**config.mk**
```make
export PLATFORM = sky130hd
export DESIGN_NAME = axi_single_beat_master
export DESIGN_NICKNAME = d
export VERILOG_FILES = /design/src/rtl/axi_single_beat_master_pkg.sv /design/src/rtl/axi_single_beat_master.sv
export SDC_FILE = /design/constraint.sdc
export NUM_CORES = 1
export LEC_CHECK = 0
export ABC_AREA = 1
export ABC_CLOCK_PERIOD_IN_PS = 2900
export BUFFER_PORTS_ARGS = -buffer_cell sky130_fd_sc_hd__buf_2
export CAP_MARGIN = 10
export CORE_MARGIN = 1
export CORE_UTILIZATION = 40
export DETAILED_ROUTE_END_ITERATION = 16
export PLACE_DENSITY = 0.84
export SLEW_MARGIN = 20
export SYNTH_ARGS = -nofsm -noshare
export SYNTH_HDL_FRONTEND = slang
export SYNTH_SLANG_ARGS = --single-unit
```
**constraint.sdc**
```tcl
create_clock -name clk -period 2.9 [get_ports clk]
set_input_delay 0 -clock clk [delete_from_list [all_inputs] [get_ports clk]]
set_output_delay 0 -clock clk [all_outputs]
set_load 0.1 [all_outputs]
```
**src/rtl/axi_single_beat_master_pkg.sv**
```systemverilog
// Shared AXI constants and the master FSM state type.
package axi_single_beat_master_pkg;

    localparam int unsigned ID_W    = 4;
    localparam int unsigned LEN_W   = 4;
    localparam int unsigned SIZE_W  = 3;
    localparam int unsigned BURST_W = 2;
    localparam int unsigned RESP_W  = 2;

    localparam logic [BURST_W-1:0] BURST_INCR = 2'b01;
    localparam logic [SIZE_W-1:0]  SIZE_WORD  = 3'b010;
    localparam logic [LEN_W-1:0]   LEN_SINGLE = 4'd0;

    localparam logic [RESP_W-1:0] RESP_OKAY   = 2'b00;
    localparam logic [RESP_W-1:0] RESP_EXOKAY = 2'b01;
    localparam logic [RESP_W-1:0] RESP_SLVERR = 2'b10;
    localparam logic [RESP_W-1:0] RESP_DECERR = 2'b11;

    typedef enum logic [2:0] {
        IDLE,
        RD_ADDR,
        RD_DATA,
        WR_REQ,
        WR_RESP
    } state_e;

endpackage

```
**src/rtl/axi_single_beat_master.sv**
```systemverilog
// Single-beat AXI4 initiator: one core request becomes one AR/R or AW/W/B transaction.
module axi_single_beat_master
    import axi_single_beat_master_pkg::*;
#(
    parameter logic [ID_W-1:0] ID_VAL = 4'd0,
    parameter int unsigned     ADDR_W = 32,
    parameter int unsigned     DATA_W = 32
) (
    input  logic                  clk,
    input  logic                  rst,
    // core side
    input  logic                  req_i,
    input  logic                  we_i,
    input  logic [ADDR_W-1:0]     addr_i,
    input  logic [DATA_W-1:0]     wdata_i,
    input  logic [DATA_W/8-1:0]   wstrb_i,
    output logic                  busy_o,
    output logic                  done_o,
    output logic [DATA_W-1:0]     rdata_o,
    output logic                  err_o,
    // AR channel
    output logic [ID_W-1:0]       arid_o,
    output logic [ADDR_W-1:0]     araddr_o,
    output logic [LEN_W-1:0]      arlen_o,
    output logic [SIZE_W-1:0]     arsize_o,
    output logic [BURST_W-1:0]    arburst_o,
    output logic                  arvalid_o,
    input  logic                  arready_i,
    // R channel
    input  logic [ID_W-1:0]       rid_i,
    input  logic [DATA_W-1:0]     rdata_i,
    input  logic [RESP_W-1:0]     rresp_i,
    input  logic                  rlast_i,
    input  logic                  rvalid_i,
    output logic                  rready_o,
    // AW channel
    output logic [ID_W-1:0]       awid_o,
    output logic [ADDR_W-1:0]     awaddr_o,
    output logic [LEN_W-1:0]      awlen_o,
    output logic [SIZE_W-1:0]     awsize_o,
    output logic [BURST_W-1:0]    awburst_o,
    output logic                  awvalid_o,
    input  logic                  awready_i,
    // W channel
    output logic [DATA_W-1:0]     wdata_o,
    output logic [DATA_W/8-1:0]   wstrb_o,
    output logic                  wlast_o,
    output logic                  wvalid_o,
    input  logic                  wready_i,
    // B channel
    input  logic [ID_W-1:0]       bid_i,
    input  logic [RESP_W-1:0]     bresp_i,
    input  logic                  bvalid_i,
    output logic                  bready_o
);

    localparam int unsigned STRB_W = DATA_W / 8;

    state_e              state_q, state_d;
    logic [ADDR_W-1:0]   addr_q, addr_d;
    logic [DATA_W-1:0]   wdata_q, wdata_d;
    logic [STRB_W-1:0]   wstrb_q, wstrb_d;
    logic [DATA_W-1:0]   rdata_q, rdata_d;
    logic                err_q, err_d;
    logic                done_q, done_d;
    logic                arvalid_q, arvalid_d;
    logic                rready_q, rready_d;
    logic                awvalid_q, awvalid_d;
    logic                wvalid_q, wvalid_d;
    logic                bready_q, bready_d;
    logic                aw_ok_q, aw_ok_d;
    logic                w_ok_q, w_ok_d;

    logic                aw_hs, w_hs;

    assign aw_hs = awvalid_q & awready_i;
    assign w_hs  = wvalid_q & wready_i;

    // State and registered outputs; reset drops every VALID/READY at once.
    always_ff @(posedge clk or posedge rst) begin
        if (rst) begin
            state_q   <= IDLE;
            addr_q    <= '0;
            wdata_q   <= '0;
            wstrb_q   <= '0;
            rdata_q   <= '0;
            err_q     <= 1'b0;
            done_q    <= 1'b0;
            arvalid_q <= 1'b0;
            rready_q  <= 1'b0;
            awvalid_q <= 1'b0;
            wvalid_q  <= 1'b0;
            bready_q  <= 1'b0;
            aw_ok_q   <= 1'b0;
            w_ok_q    <= 1'b0;
        end else begin
            state_q   <= state_d;
            addr_q    <= addr_d;
            wdata_q   <= wdata_d;
            wstrb_q   <= wstrb_d;
            rdata_q   <= rdata_d;
            err_q     <= err_d;
            done_q    <= done_d;
            arvalid_q <= arvalid_d;
            rready_q  <= rready_d;
            awvalid_q <= awvalid_d;
            wvalid_q  <= wvalid_d;
            bready_q  <= bready_d;
            aw_ok_q   <= aw_ok_d;
            w_ok_q    <= w_ok_d;
        end
    end

    // Next-state and next-output logic for the transaction sequence.
    always_comb begin
        state_d   = state_q;
        addr_d    = addr_q;
        wdata_d   = wdata_q;
        wstrb_d   = wstrb_q;
        rdata_d   = rdata_q;
        err_d     = err_q;
        done_d    = 1'b0;
        arvalid_d = arvalid_q;
        rready_d  = rready_q;
        awvalid_d = awvalid_q;
        wvalid_d  = wvalid_q;
        bready_d  = bready_q;
        aw_ok_d   = aw_ok_q;
        w_ok_d    = w_ok_q;

        unique case (state_q)
            IDLE: begin
                if (req_i) begin
                    addr_d  = addr_i;
                    wdata_d = wdata_i;
                    wstrb_d = wstrb_i;
                    aw_ok_d = 1'b0;
                    w_ok_d  = 1'b0;
                    if (we_i) begin
                        awvalid_d = 1'b1;
                        wvalid_d  = 1'b1;
                        state_d   = WR_REQ;
                    end else begin
                        arvalid_d = 1'b1;
                        state_d   = RD_ADDR;
                    end
                end
            end
            RD_ADDR: begin
                if (arready_i) begin
                    arvalid_d = 1'b0;
                    rready_d  = 1'b1;
                    state_d   = RD_DATA;
                end
            end
            RD_DATA: begin
                if (rvalid_i && rready_q) begin
                    rdata_d  = rdata_i;
                    err_d    = (rresp_i != RESP_OKAY) | ~rlast_i | (rid_i != ID_VAL);
                    rready_d = 1'b0;
                    done_d   = 1'b1;
                    state_d  = IDLE;
                end
            end
            WR_REQ: begin
                aw_ok_d = aw_ok_q | aw_hs;
                w_ok_d  = w_ok_q | w_hs;
                if (aw_hs) awvalid_d = 1'b0;
                if (w_hs)  wvalid_d  = 1'b0;
                if (aw_ok_d && w_ok_d) begin
                    bready_d = 1'b1;
                    aw_ok_d  = 1'b0;
                    w_ok_d   = 1'b0;
                    state_d  = WR_RESP;
                end
            end
            WR_RESP: begin
                if (bvalid_i && bready_q) begin
                    err_d    = (bresp_i != RESP_OKAY) | (bid_i != ID_VAL);
                    bready_d = 1'b0;
                    done_d   = 1'b1;
                    state_d  = IDLE;
                end
            end
            default: state_d = IDLE;
        endcase
    end

    assign busy_o    = (state_q != IDLE);
    assign done_o    = done_q;
    assign rdata_o   = rdata_q;
    assign err_o     = err_q;

    assign arid_o    = ID_VAL;
    assign araddr_o  = addr_q;
    assign arlen_o   = LEN_SINGLE;
    assign arsize_o  = SIZE_WORD;
    assign arburst_o = BURST_INCR;
    assign arvalid_o = arvalid_q;
    assign rready_o  = rready_q;

    assign awid_o    = ID_VAL;
    assign awaddr_o  = addr_q;
    assign awlen_o   = LEN_SINGLE;
    assign awsize_o  = SIZE_WORD;
    assign awburst_o = BURST_INCR;
    assign awvalid_o = awvalid_q;

    assign wdata_o   = wdata_q;
    assign wstrb_o   = wstrb_q;
    assign wlast_o   = wvalid_q;
    assign wvalid_o  = wvalid_q;
    assign bready_o  = bready_q;

endmodule
```
-- After elaboration in Yosys (flattened, before gate mapping)
Cells that the tools add are included.
- register bits: 112
- input bits: 122
- output and inout port bits: 167
- logic and storage cells: 93
- eq/ne operators: 13
- mux-type cells: 34
- bitwise logic cells: 8
- reductions and logical operators: 24
- operators by type and width (kind ; number):
    two-way mux 1 bit ; 18
    inequality test 2 bit (second input constant) ; 9
    case mux 1 bit (2 select lines) ; 9
    two-way mux 3 bit ; 5
    case mux 3 bit (5 select lines) ; 1
    nonzero test 2 bit ; 7
    AND reduction 4 bit ; 3
    AND reduction 3 bit ; 3
    nonzero test 4 bit ; 2
    equality test 3 x 2 -> 1 bit (second input constant) ; 2
    AND reduction 2 bit ; 3
    bitwise OR 1 bit ; 5
    AND reduction 5 bit ; 1
    equality test 3 x 1 -> 1 bit (second input constant) ; 1
    equality test 3 bit (second input constant) ; 1
    logical AND 1 bit ; 3
    zero test 3 bit ; 1
    nonzero test 3 bit ; 1
    bitwise AND 1 bit ; 2
    two-way mux 2 bit ; 1
    inverter 1 bit ; 1

-- Depth between registers and ports, before layout
- word-level depth: 5
- mapped depth: 8

-- Least setup slack after synthesis
Ideal clock, no wire load.
- kind: reg2reg
- start: register wvalid_q (netlist: wlast_o)
- end: register state_q[0]
- setup time: 120 ps
- arrival time: 1600 ps
- data required time: 2780 ps
- slack: 1179 ps
- cell stages (with the launch flop): 6
- path buffers: 0
- cell sequence: dfrtp_1 > a21oi_1 > o21ai_1 > nand2_1 > nand2_1 > nand2_1
- longest elaborated chain between the ends: 5
- RTL lines (what ; RTL line ; RTL):
    start: declaration ; axi_single_beat_master.sv:69 ; logic wvalid_q, wvalid_d;
    start signal: assignment ; axi_single_beat_master.sv:107 ; wvalid_q <= wvalid_d;
    bitwise AND 1 bit ; axi_single_beat_master.sv:77 ; assign w_hs = wvalid_q & wready_i;
    bitwise OR 1 bit ; axi_single_beat_master.sv:167 ; w_ok_d = w_ok_q | w_hs;
    logical AND 1 bit ; axi_single_beat_master.sv:170 ; if (aw_ok_d && w_ok_d) begin
    inequality test 2 bit (no line) ; n/a ;
    AND reduction 5 bit (no line) ; n/a ;
    end signal: assignment ; axi_single_beat_master.sv:97 ; state_q <= state_d;
    end: declaration ; axi_single_beat_master.sv:59 ; state_e state_q, state_d;
No other way between the ends.
A chain may end at the register's enable or synchronous reset.

-- Worst setup path in the final report
- start: input port bid_i[3]
- end: register err_q (netlist: err_o)
- longest elaborated chain between the ends: 4
- RTL lines (what ; RTL line ; RTL):
    start: declaration ; axi_single_beat_master.sv:51 ; input logic [ID_W-1:0] bid_i,
    nonzero test 4 bit ; axi_single_beat_master.sv:179 ; err_d = (bresp_i != RESP_OKAY) | (bid_i != ID_VAL);
    bitwise OR 1 bit ; axi_single_beat_master.sv:179 ;
    two-way mux 1 bit ; axi_single_beat_master.sv:178 ; if (bvalid_i && bready_q) begin
    case mux 1 bit (2 select lines) ; axi_single_beat_master.sv:131 ; unique case (state_q)
    end signal: assignment ; axi_single_beat_master.sv:102 ; err_q <= err_d;
    end: declaration ; axi_single_beat_master.sv:64 ; logic err_q, err_d;
No other way between the ends. The select of a mux whose other input is x is not followed.

==> impl_results.md <==
* Post-DR vias/cell at 4.63
* Area fraction of the dominant cell type after synthesis at 0.573
* Final max-slew violation count at 0
* CP endpoint kind: flip-flop
* CTS tree: done
* Die height at 113 um
* Die W at about 110 um
* GP Congestion at approximately 0.75
* Placement Cell Area at 5970 sq um
* Yosys warns at 0
* Hold Vio Cnt, Final at 0
* Buf/Inv on CP at 5
* Mapped Area at approximately 4900 sq um
* Post-synthesis cell type count at 20
* Total track usage at 0.233
* Top cells by area, synth: dfrtp_1 57%, nand2_1 25%, buf_4 9.7%, buf_2 1.4%, nand3_1 1.1%
* Core Region at approximately 12000 sq um
* Avg Inst Size Synth at 8.55 sq um
* Worst Path Required at about 3.1 ns
* Relative slew slack at 0.511
* Clock Sinks at roughly 110
* Clk Latency, worst-skew pair at roughly 0.34 ns
* Initial Util at 0.409
* # IOs at a little under 300
* Worst slew pin tran at between 0.7 and 0.8 ns
* Crit path time final at 2.40 ns
* Die footprint at approximately 13000 sq um
* Synth area leader: dfrtp_1
* Cell Chain, Critical Path: dlygate4sd3_1, buf_2, nor2_1, dlygate4sd3_1, nand4_1, dlygate4sd3_1, nand3_1, dlygate4sd3_1, nand2_1
* # DRC at 0
* Reg clk slew, reported paths at 0.07 ns
* Maximum Capacitance Violations at 0
* Setup violators final at 0
* DP HPWL at roughly 8600 um
* Kind of critical path: primary input to flip-flop
* ANT nets after route at 0
* Top delay family on crit path: buffers and inverters
* Iter 0 DRT Violations at between 200 and 300
* Worst Skew at between 0.006 and 0.007 ns
* Share of post-route cells with drive strength above 1 at 0.320
* Port bufs at 262
* # nets final at around 1000
* Post-DR wirelength/cell at roughly 14 um
* Largest net degree at the start of global routing at 70
* CTS buffer count at 9
* RSZ-0062 raised after global routing: no
* Setup bufs post-CTS at 0
* Antenna Cells at 0
* Number of synthesized register bits at 112
* # H-tree levels at 3
* Slowest CP cell: dlygate4sd3_1
* Layout area overhead at 50.6%
* Final TNS setup at 0 ns
* CTS Buffer Depth at 2
* Post-Syn Instances at ~570
* Initial DRT Pass Iterations at 4
* Vias in the first global route at 4858
* Root Buffer: clkbuf_16
* Initial antenna violation count at 0
* Tightest Hold Check Type: primary input to flip-flop
* GRT overflow at 0
* Fin area at around 7400 sq um
* Register area share after synthesis at 0.573
* Crit-path max FO at 1
* Rows at 40
* Global-route wire length before repair at ~23000 um
* Most frequent CP cell: dlygate4sd3_1
* Max incr delay on CP at roughly 0.56 ns
* Outcome: completed
* Vias post-DR at ~4900
* Startpoint types: primary input
* Worst R2R Setup Slack at 0.54 ns
* Final worst-path cycle share at 0.828
* Routed WL at about 15000 um
* Fmax at 416 MHz
* Arrival @ worst endpoint at around 2.6 ns
-- Yosys cell counts --
library cell,number
nor3_4,1
buf_2,14
buf_4,63
nand3_1,11
buf_6,2
dfrtp_1,112
nand4_1,2
nor2_4,3
inv_1,11
nand4_4,1
a31oi_1,1
conb_1,2
nor2_1,11
inv_2,4
nand2_1,323
o21a_1,2
nand2_2,1
nor3_1,1
o21ai_1,2
a21oi_1,5
-- timing repair --
item	in CTS	in global routing
endpoints found under the hold margin	121	0
endpoints found under the setup margin	0	0
gates resized for setup	0	0
hold buffers	111	0
-- layout make-up --
cell class | count | area (sq um)
clock buffers | 14 | 274
clock inverters | 2 | 12.5
fillers | 932 | 4590
inverters | 15 | 60.1
multi-input cells | 390 | 1560
flip-flops and latches | 112 | 2800
well taps | 147 | 184
repair buffers | 377 | 2480
-- cell usage in the layout, fill, tap and decap left out --
| cell type | Yosys | layout |
|---|---|---|
| a21oi_1 | 5 | 5 |
| a31oi_1 | 1 | 1 |
| buf_12 | 0 | 2 |
| buf_2 | 14 | 262 |
| buf_4 | 63 | 2 |
| clkbuf_1 | 0 | 2 |
| clkbuf_16 | 0 | 9 |
| clkbuf_8 | 0 | 3 |
| clkinv_2 | 0 | 1 |
| clkinvlp_4 | 0 | 2 |
| conb_1 | 2 | 26 |
| dfrtp_1 | 112 | 112 |
| dlygate4sd3_1 | 0 | 111 |
| inv_1 | 11 | 10 |
| inv_2 | 4 | 4 |
| nand2_1 | 323 | 323 |
| nand2_2 | 1 | 1 |
| nand3_1 | 11 | 11 |
| nand4_1 | 2 | 2 |
| nand4_4 | 1 | 1 |
| nor2_1 | 11 | 11 |
| nor2_4 | 3 | 3 |
| nor3_1 | 1 | 1 |
| nor3_4 | 1 | 1 |
| o21a_1 | 2 | 2 |
| o21ai_1 | 2 | 2 |
-- state kept, by name (all words and copies together) (netlist names), 3 cells and up --
| signal | flops |
|---|---|
| state_q | 3 |
| araddr_o | 32 |
| wdata_o | 32 |
| rdata_o | 32 |
| wstrb_o | 4 |
-- worst paths after layout --
| kind | startpoint | endpoint | depth (start not counted) |
|---|---|---|---|
| max | bid_i[3] | err_o$_DFFE_PP0P_ | 9 |
| min | req_i | arvalid_o$_DFFE_PP0P_ | 5 |
| max reg2reg | state_q[1]$_DFFE_PP0P_ | wlast_o$_DFFE_PP0P_ | 7 |
| min reg2reg | wdata_o[21]$_DFFE_PP0P_ | wdata_o[21]$_DFFE_PP0P_ | 2 |
| max in group asynchronous | rst | wdata_o[17]$_DFFE_PP0P_ | 4 |
| min in group asynchronous | rst | done_o$_DFF_PP0_ | 3 |
-- kinds of logic (layout without fill, tap and decap cells) --
kind of cell | Yosys count | after routing | share of synthesized area
other cells | 2 | 26 | 0.00154
compound gates | 10 | 10 | 0.0115
buf+inv | 94 | 408 | 0.127
flops | 112 | 112 | 0.573
simple gates | 354 | 354 | 0.287
-- metrics by stage --
stage	instances	utilization	worst slack [ns]	hold WS, ns
after global routing	1057	0.616	0.415	0.145
after global placement	930	0.499	1.03	0.00151
after CTS	1057	0.616	0.534	0.0889
after detailed placement	930	0.499	0.934	0.0116
after floorplan	596	-	1.18	0.110
final	1057	0.616	0.498	0.107
-- metal layers --
layer  up-vias  global-route usage  part of all wire
met3        49              0.0653             0.077
met2       252               0.417              0.51
met1      2290               0.246              0.38
met4         0               0.131             0.040
met5         -                   0                 0
li1       2305                   -                 -
-- worst reg2reg max path: stages (launching register included) --
cell and delay (ns):
dfrtp_1 0.45, nor2_4 0.20, nand2_2 0.10, nor2_4 0.10
buf_4 0.59, nand2_1 0.15, a21oi_1 0.16, dlygate4sd3_1 0.55
Power is not shown: default switching activity piles up to over one toggle a cycle in this logic, so the estimate is an artifact.
